==> config.mk <==
export PLATFORM = sky130hd
export DESIGN_NAME = speed_window_monitor
export DESIGN_NICKNAME = d
export VERILOG_FILES = /design/src/rtl/speed_mon_pkg.sv /design/src/rtl/speed_window_monitor_pulse_edge_counter.sv /design/src/rtl/speed_window_monitor.sv
export SDC_FILE = /design/constraint.sdc
export NUM_CORES = 1
export LEC_CHECK = 0
export CELL_PAD_IN_SITES_DETAIL_PLACEMENT = 0
export CELL_PAD_IN_SITES_GLOBAL_PLACEMENT = 1
export CORE_ASPECT_RATIO = 1.2
export CORE_MARGIN = 1.5
export CORE_UTILIZATION = 36
export CTS_BUF_LIST = sky130_fd_sc_hd__clkbuf_8
export CTS_CLUSTER_SIZE = 24
export DETAILED_ROUTE_END_ITERATION = 10
export GPL_TIMING_DRIVEN = 0
export PLACE_DENSITY = 0.81
export SYNTH_ARGS = -nofsm -noshare
export SYNTH_HDL_FRONTEND = slang
export SYNTH_SLANG_ARGS = --single-unit
export TNS_END_PERCENT = 10
==> constraint.sdc <==
create_clock -name clk -period 2.9 [get_ports clk]
set_input_delay 0.58 -clock clk [delete_from_list [all_inputs] [get_ports clk]]
set_output_delay 0.58 -clock clk [all_outputs]
set_load 0.01 [all_outputs]
==> src/rtl/speed_mon_pkg.sv <==
// Shared types, default parameters and helpers for the speed window monitor.
package speed_mon_pkg;

    typedef enum logic [1:0] {IDLE, RUN, DONE} state_t;

    localparam int DEF_CNT_W      = 9;
    localparam int DEF_THRESH     = 33;
    localparam int DEF_WINDOW_SEC = 10;
    localparam int DEF_SEC_W      = 5;
    localparam int DEF_SAT_MAX    = 9;
    localparam int DEF_OUT_W      = 16;
    localparam bit DEF_AUTO_RESTART = 1'b0;

    // Increment that sticks at max_value instead of wrapping.
    function automatic logic [31:0] sat_inc(input logic [31:0] value, input logic [31:0] max_value);
        return (value < max_value) ? value + 32'd1 : value;
    endfunction

endpackage

==> src/rtl/speed_window_monitor_pulse_edge_counter.sv <==
// Rising-edge detector on the sensor level feeding a saturating per-second counter.
module pulse_edge_counter
    import speed_mon_pkg::*;
#(
    parameter int CNT_W = DEF_CNT_W
) (
    input  logic             clk,
    input  logic             reset,
    input  logic             pulse_in,
    input  logic             clear,
    input  logic             count_en,
    output logic [CNT_W-1:0] cnt,
    output logic [CNT_W-1:0] eff
);

    localparam logic [31:0] CNT_MAX = (32'd1 << CNT_W) - 32'd1;

    logic             pulse_q_reg;
    logic [CNT_W-1:0] cnt_reg;
    logic             pulse_edge;

    assign pulse_edge = pulse_in & ~pulse_q_reg;
    // eff folds a same-cycle edge into the count so a tick can close the second with it.
    assign eff = pulse_edge ? CNT_W'(sat_inc(32'(cnt_reg), CNT_MAX)) : cnt_reg;
    assign cnt = cnt_reg;

    always_ff @(posedge clk) begin
        if (reset) begin
            pulse_q_reg <= 1'b0;
            cnt_reg     <= '0;
        end else begin
            pulse_q_reg <= pulse_in;
            if (clear) begin
                cnt_reg <= '0;
            end else if (count_en && pulse_edge) begin
                cnt_reg <= eff;
            end
        end
    end

endmodule

==> src/rtl/speed_window_monitor.sv <==
// Counts sensor pulses per second over a window of seconds and scores the "fast" seconds.
module speed_window_monitor
    import speed_mon_pkg::*;
#(
    parameter int CNT_W        = DEF_CNT_W,
    parameter int THRESH       = DEF_THRESH,
    parameter int WINDOW_SEC   = DEF_WINDOW_SEC,
    parameter int SEC_W        = DEF_SEC_W,
    parameter int SAT_MAX      = DEF_SAT_MAX,
    parameter int OUT_W        = DEF_OUT_W,
    parameter bit AUTO_RESTART = DEF_AUTO_RESTART
) (
    input  logic             clk,
    input  logic             reset,
    input  logic             start,
    input  logic             pulse_in,
    input  logic             sec_tick,
    output logic [OUT_W-1:0] hits_live,
    output logic [OUT_W-1:0] speed_check,
    output logic [CNT_W-1:0] last_rate,
    output logic [CNT_W-1:0] peak_rate,
    output logic             window_active,
    output logic             window_done
);

    localparam logic [CNT_W-1:0] THRESH_V = CNT_W'(THRESH);
    localparam logic [SEC_W-1:0] LAST_SEC = SEC_W'(WINDOW_SEC - 1);

    generate
        if (THRESH > (1 << CNT_W) - 1) begin : g_thresh_check
            $error("THRESH does not fit in the per-second counter");
        end
    endgenerate

    state_t           state_reg, state_next;
    logic [SEC_W-1:0] sec_count_reg;
    logic [OUT_W-1:0] hits_live_reg, speed_check_reg, hits_next;
    logic [CNT_W-1:0] last_rate_reg, peak_rate_reg, peak_next;
    logic             window_done_reg;
    logic [CNT_W-1:0] cnt, eff;
    logic             tick, window_end, clear_live, cnt_clear, cnt_en;

    // start=0 outranks sec_tick, so a tick only counts while the window stays enabled.
    assign tick       = (state_reg == RUN) && start && sec_tick;
    assign window_end = tick && (sec_count_reg == LAST_SEC);
    assign clear_live = ((state_reg == IDLE) && start) || ((state_reg != IDLE) && !start);
    assign cnt_clear  = (state_reg != RUN) || !start || sec_tick;
    assign cnt_en     = (state_reg == RUN);

    assign hits_next = (eff >= THRESH_V) ? OUT_W'(sat_inc(32'(hits_live_reg), 32'(SAT_MAX)))
                                         : hits_live_reg;
    assign peak_next = (eff > peak_rate_reg) ? eff : peak_rate_reg;

    pulse_edge_counter #(
        .CNT_W(CNT_W)
    ) u_counter (
        .clk      (clk),
        .reset    (reset),
        .pulse_in (pulse_in),
        .clear    (cnt_clear),
        .count_en (cnt_en),
        .cnt      (cnt),
        .eff      (eff)
    );

    always_comb begin
        state_next = state_reg;
        case (state_reg)
            IDLE: if (start) state_next = RUN;
            RUN: begin
                if (!start)                          state_next = IDLE;
                else if (window_end && !AUTO_RESTART) state_next = DONE;
            end
            DONE: if (!start) state_next = IDLE;
            default: state_next = IDLE;
        endcase
    end

    always_ff @(posedge clk) begin
        if (reset) begin
            state_reg       <= IDLE;
            sec_count_reg   <= '0;
            hits_live_reg   <= '0;
            speed_check_reg <= '0;
            last_rate_reg   <= '0;
            peak_rate_reg   <= '0;
            window_done_reg <= 1'b0;
        end else begin
            state_reg       <= state_next;
            window_done_reg <= 1'b0;
            if (clear_live) begin
                sec_count_reg <= '0;
                hits_live_reg <= '0;
                last_rate_reg <= '0;
                peak_rate_reg <= '0;
            end else if (tick) begin
                last_rate_reg <= eff;
                if (window_end) begin
                    speed_check_reg <= hits_next;
                    window_done_reg <= 1'b1;
                    if (AUTO_RESTART) begin
                        sec_count_reg <= '0;
                        hits_live_reg <= '0;
                        peak_rate_reg <= '0;
                    end else begin
                        hits_live_reg <= hits_next;
                        peak_rate_reg <= peak_next;
                    end
                end else begin
                    sec_count_reg <= sec_count_reg + 1'b1;
                    hits_live_reg <= hits_next;
                    peak_rate_reg <= peak_next;
                end
            end
        end
    end

    assign hits_live     = hits_live_reg;
    assign speed_check   = speed_check_reg;
    assign last_rate     = last_rate_reg;
    assign peak_rate     = peak_rate_reg;
    assign window_active = (state_reg == RUN);
    assign window_done   = window_done_reg;

endmodule

==> results of run 1 <==
[layout make-up]
type,instances,area (sq um)
multi-input combinational,286,1980
fill,844,4090
clock buffer,9,124
buffer,15,68.8
timing repair buffer,74,703
inverter,22,82.6
sequential,68,1380
tap,117,146
clock inverter,6,88.8
[routing by layer]
layer,global-route usage,up-vias,wire (microns)
li1,-,1539,-
met1,0.234,1477,3880
met2,0.339,87,4480
met3,0.0567,16,583
met4,0.0748,0,220
met5,0,-,0
[worst max path at each step]
stage | endpoint | cells past startpoint | from | slack, ns
finish | peak_rate[4] | 14 | u_counter.cnt[1] | -0.25
global route | peak_rate[4] | 14 | u_counter.cnt[1] | -0.36
CTS | peak_rate[3] | 14 | u_counter.cnt[2] | -0.20
detailed placement | peak_rate[0] | 12 | pulse_in | -1.18
global placement | peak_rate[0] | 12 | pulse_in | -1.15
floorplan | peak_rate[0] | 13 | u_counter.cnt[2] | 0.004
[report_power, final]
| part | internal, mW | switching, mW | leakage [nW] |
|---|---|---|---|
| clock network | 0.481 | 0.380 | 0.102 |
| registers | 0.935 | 0.00412 | 0.553 |
| logic | 0.0469 | 0.0819 | 0.975 |
| total | 1.46 | 0.466 | 1.63 |
[repair_timing]
action,4_1_cts,5_1_grt
hold buffers,0,0
resized for setup,38,10
cloned,0,0
endpoints found under the setup margin,15,19
pin swaps,16,17
buffers inserted,17,1
[critical path, stage by stage, from the launching register on]
cell      delay, ns
dfxtp_4        0.37
ha_4           0.14
nand4b_1       0.20
buf_4          0.21
a211oi_4       0.21
xnor2_2        0.17
inv_2          0.10
ha_4           0.27
nand4_1        0.22
or2_4          0.32
o31ai_4        0.29
o211ai_1       0.18
buf_4          0.21
nand3_2        0.08
a21oi_2        0.05
[layout by cell type, fill, tap and decap left out, drive strengths merged, types with 13 or more instances in the layout]
cell type and n:
nand3 13, a21oi 41, dfxtp 68, and2 14, clkdlybuf4s50 55, buf 21, nand2 52, clkbuf 22
nor2 44, inv 23, ha 14
[cell families (layout without fill, tap and decap cells)]
group / after synthesis / in the layout / share of synthesized area
flip-flops: 68 / 68 / 0.419
XOR/XNOR: 8 / 8 / 0.0215
AND/OR/NAND/NOR: 166 / 166 / 0.247
multiplexers: 6 / 6 / 0.0185
buffers and inverters: 39 / 126 / 0.0462
adder cells (fa/ha/maj): 14 / 14 / 0.0539
AO/OA/AOI/OAI: 92 / 92 / 0.194
[metrics by stage]
| step | hold slack (ns) | total power [mW] | setup TNS [ns] |
|---|---|---|---|
| 2_1_floorplan | 0.469 | 1.04 | 0 |
| 3_3_place_gp | 0.442 | 1.08 | -12.64 |
| 4_1_cts | 0.462 | 1.95 | -1.67 |
| 5_1_grt | 0.477 | 2.02 | -5.14 |
| 6_report | 0.460 | 1.93 | -1.94 |
| 3_5_place_dp | 0.449 | 1.08 | -13.36 |
==> results.md, run 1 <==
* Status: finished, violations left
* Failing checks: negative setup slack
* Die Span X at 89.8 microns
* Share of the synthesized area in the top cell type at 0.419
* Synth warnings at 0
* Critical Path Fanout Max at 5
* Async SR Flop Fraction at 0
* Final hold vios at 0
* Num CTS Buffers at 9
* Die area at 9610 sq um
* Post-layout minimum cycle time at between 3 and 4 ns
* Initial core utilization at 0.376
* CTS tree: done
* Drt first pass iters at 4
* CP required at 3.12 ns
* H-tree depth at 3
* Area contributors post-synth: dfxtp_1 42%, a21oi_1 6.2%, nand2_1 6.0%, ha_1 5.4%, nor2_1 5.1%
* Most numerous cell in the Yosys netlist: dfxtp_1
* RSZ-0062 raised after global routing: yes
* Worst endpoint data arrival time at 3.37 ns
* VDD IR-drop max at approximately 0.00034 V
* Synthesis-stage register bit count at 68
* Fin crit share at 1.09
* FP Rows at 37
* Skew-Pair Late Insertion Delay at approximately 0.34 ns
* GRT Resource Usage Total at 0.198
* Vias per cell at 5.22
* Crit Reg-Reg Startpoint: u_counter.cnt[1]
* Critical setup path kind: flop to flop
* Design Area, Final at 4570 sq um
* Fin nets at 495
* Placed cells at roughly 570
* Max-slew violations at 0
* Worst Hold Launch: last_rate[2]
* Port bufs at 56
* Die Y at approximately 110 microns
* Hold Path Depth at 2
* CTS Root Cell: clkbuf_8
* Sink Count at 68
* Worst r2r dst: peak_rate[4]
* Count of cell types in the netlist at 60
* Via Count at 3119
* Post-route insts no fill at 597
* Post-layout util at 0.528
* Maximum buffer depth of the clock tree at 2
* Hold endpoint: last_rate[2]
* Slew headroom at 0.224
* Post-synthesis sequential area ratio at 0.419
* Final antenna diode count at 0
* PnR worst setup slack at -0.251 ns
* Worst-Margin Slew at around 1.2 ns
* Finish-stage setup viols at 18
* Layout area overhead at 40.6%
* Pwr Density at 422 nW/um^2
* Kind of start point of the critical path: flop
* Largest net degree at the start of global routing at 13
* Area leader, netlist: dfxtp_1
* Vias in the first global route at approximately 3000
* Static leakage at 1.63 nW
* Global-route wire length before repair at ~15000 microns
* Iteration-0 DRC Markers at 129
* Fin Clk Skew at 0.0125 ns
* Gr ovfl total at 0
* Peak Freq at 317 MHz
* Core ar. at 8660 sq um
* Synth Area per Inst at 8.27 sq um
* Max_cap viols at 0
* Post-Syn Area at 3250 sq um
* Min-Delay Path Class: flop to flop
* Cells on worst reg2reg path at 14
* Commonest cells post-synth: 68 x dfxtp_1, 52 x nand2_1, 44 x nor2_1, 40 x a21oi_1, 21 x inv_1
* Placer congestion estimate at 0.824
* Clk pin slew, worst setup/hold paths at 0.08 ns
* Remaining antenna violation count at 0
* Hpwl dp at 6180 microns
* Post-DR wirelength/cell at 15.3 microns
* Reg2reg setup slack at -0.25 ns
* Critical Path Sink Type: flop
* EDFF count, synth at 0
* Area after DPL at 4030 sq um
* Post-Syn Nets at 412
* Synth Flop Type: dfxtp_1
* Initial antenna violation count at 0
* Place WS at -1.18 ns
* IO Pins at between 50 and 60
* Gate Count Post-Synth at 393
* Share of cells above drive strength 1 at 0.185
* # DRC at 0
* Final WL at a little over 9000 microns
(Power assumes the default switching activity.)
==> run 2: changes to the inputs <==
--- a/config.mk
+++ b/config.mk
@@ -5,6 +5,7 @@
 export SDC_FILE = /design/constraint.sdc
 export NUM_CORES = 1
 export LEC_CHECK = 0
+export CAP_MARGIN = 20
 export CELL_PAD_IN_SITES_DETAIL_PLACEMENT = 0
 export CELL_PAD_IN_SITES_GLOBAL_PLACEMENT = 1
 export CORE_ASPECT_RATIO = 1.2
==> results.md, run 2 (synthesized netlist as in run 1, its figures left out) <==
* Status: finished, violations left
* Failing checks: negative setup slack
* Die area at 9610 sq um
* Placer congestion estimate at between 0.8 and 0.9
* Kind of start point of the critical path: flop
* CP required at between 3 and 4 ns
* Static leakage at 1.63 nW
* Post-layout minimum cycle time at roughly 3.1 ns
* Critical path, cell by cell: ha_4 -> nand4b_1 -> buf_4 -> a211oi_4 -> xnor2_2 -> inv_2 -> ha_4 -> nand4_1 -> or2_4 -> o31ai_4 -> o211ai_1 -> buf_4 -> nand3_2 -> a21oi_2
* Hold buffers post-CTS at 0
* Min-Delay Path Class: flop to flop
* Max-slew violations at 0
* Max_cap viols at 0
* Share of cells above drive strength 1 at 0.187
* H-tree depth at 3
* WP buf/inv at 3
* Core ar. at 8660 sq um
* Fin crit share at 1.08
* Crit-path slowest cell: dfxtp_4
* Gr ovfl total at 0
* GRT Resource Usage Total at 0.198
* Maximum buffer depth of the clock tree at 2
* Die Y at around 110 microns
* Finish-stage setup viols at 8
* Commonest non-fill, non-tap cell in the layout: dfxtp_1
* Critical Path Fanout Max at 5
* Critical setup path kind: flop to flop
* Worst-Margin Slew at roughly 0.73 ns
* Fin Clk Skew at 0.0124 ns
* Delay-heaviest family, CP: simple AND/OR/NAND/NOR gates
* WHS at 0.460 ns
* Initial core utilization at 0.376
* Post-DR wirelength/cell at 15.3 microns
* Global-route wire length before repair at 15200 microns
* Setup TNS at -1.69 ns
* Initial antenna violation count at 0
* FP Rows at 37
* Most frequent cells in the layout: 60 x dfxtp_1, 55 x clkdlybuf4s50_1, 51 x nand2_1
* CTS tree: done
* Hpwl dp at between 6000 and 7000 microns
* RSZ-0062 raised after global routing: yes
* Sink Count at 68
* Iteration-0 DRC Markers at 109
* VDD IR-drop max at 0.000338 V
* Critical Path Max Stage Delay at 0.37 ns
* Slew headroom at 0.512
* IO Pins at 57
* Largest net degree at the start of global routing at 13
* Final WL at 9160 microns
* Clk pin slew, worst setup/hold paths at approximately 0.080 ns
* Critical Path Sink Type: flop
* Power, Total at 1.93 mW
* PnR worst setup slack at -0.245 ns
* Final hold vios at 0
* Placed cells at 566
* Vias per cell at 5.25
* Remaining antenna violation count at 0
* Final antenna diode count at 0
* # DRC at 0
* Drt first pass iters at 4
* Vias in the first global route at 3052
* Post-route insts no fill at 598
* Pwr Density at 422 nW/um^2
* Via Count at 3142
* Fin nets at 496
* Die Span X at 89.8 microns
* Port bufs at 56
* Layout area overhead at 40.8%
* Skew-Pair Late Insertion Delay at 0.34 ns
* CTS Root Cell: clkbuf_8
* Post-layout util at 0.529
* Peak Freq at 318 MHz
* Num CTS Buffers at 9
* Worst endpoint data arrival time at 3.36 ns
run 2: cell types whose count changed in the layout (fill, tap and decap cells not counted):
cell	delta
clkbuf_4	+1
run 2: what timing repair did:
| item | CTS | global route |
|---|---|---|
| endpoints found under the hold margin | 0 | 0 |
| setup endpoints to repair | 15 | 9 |
| pin swaps | 16 | 17 |
| setup buffers | 17 | 1 |
| resized for setup | 38 | 10 |
run 2: worst paths after layout:
kind	start	endpoint	slack [ns]	cells after the start
worst max-delay path	u_counter.cnt[1]	peak_rate[4]	-0.24	14
worst min-delay path	last_rate[2]	last_rate[2]	0.46	2
worst max register to register	u_counter.cnt[1]	peak_rate[4]	-0.24	14
worst min register to register	last_rate[2]	last_rate[2]	0.46	2
run 2: tightest hold or removal path, cell delays in order, from the launching register on:
cell and delay [ns]:
dfxtp_1 0.32, nand2_1 0.05, a21oi_1 0.05
run 2: metal layers:
metal / wire length [microns] / GRT usage
met1: 3900 / 0.234
met2: 4470 / 0.339
met3: 570 / 0.0567
met4: 220 / 0.0748
met5: 0 / 0
run 2: final cells by class:
| cell class | instances | area, sq um |
|---|---|---|
| Tap cell | 117 | 146 |
| Fill cell | 843 | 4080 |
| Multi-Input combinational cell | 286 | 1980 |
| Timing Repair Buffer | 75 | 711 |
| Clock buffer | 9 | 124 |
| Inverter | 22 | 82.6 |
| Clock inverter | 6 | 88.8 |
| Buffer | 15 | 68.8 |
| Sequential cell | 68 | 1380 |
run 2: power by group:
group / internal (mW) / switching (mW)
registers: 0.935 / 0.00412
clock network: 0.481 / 0.383
logic: 0.0469 / 0.0821
run 2: metrics by stage:
| stage | setup WS, ns | area, sq um |
|---|---|---|
| finish | -0.245 | 4580 |
| global placement | -1.15 | 4030 |
| CTS | -0.201 | 4560 |
| detailed placement | -1.18 | 4030 |
| floorplan | 0.00353 | 3320 |
| global route | -0.364 | 4580 |
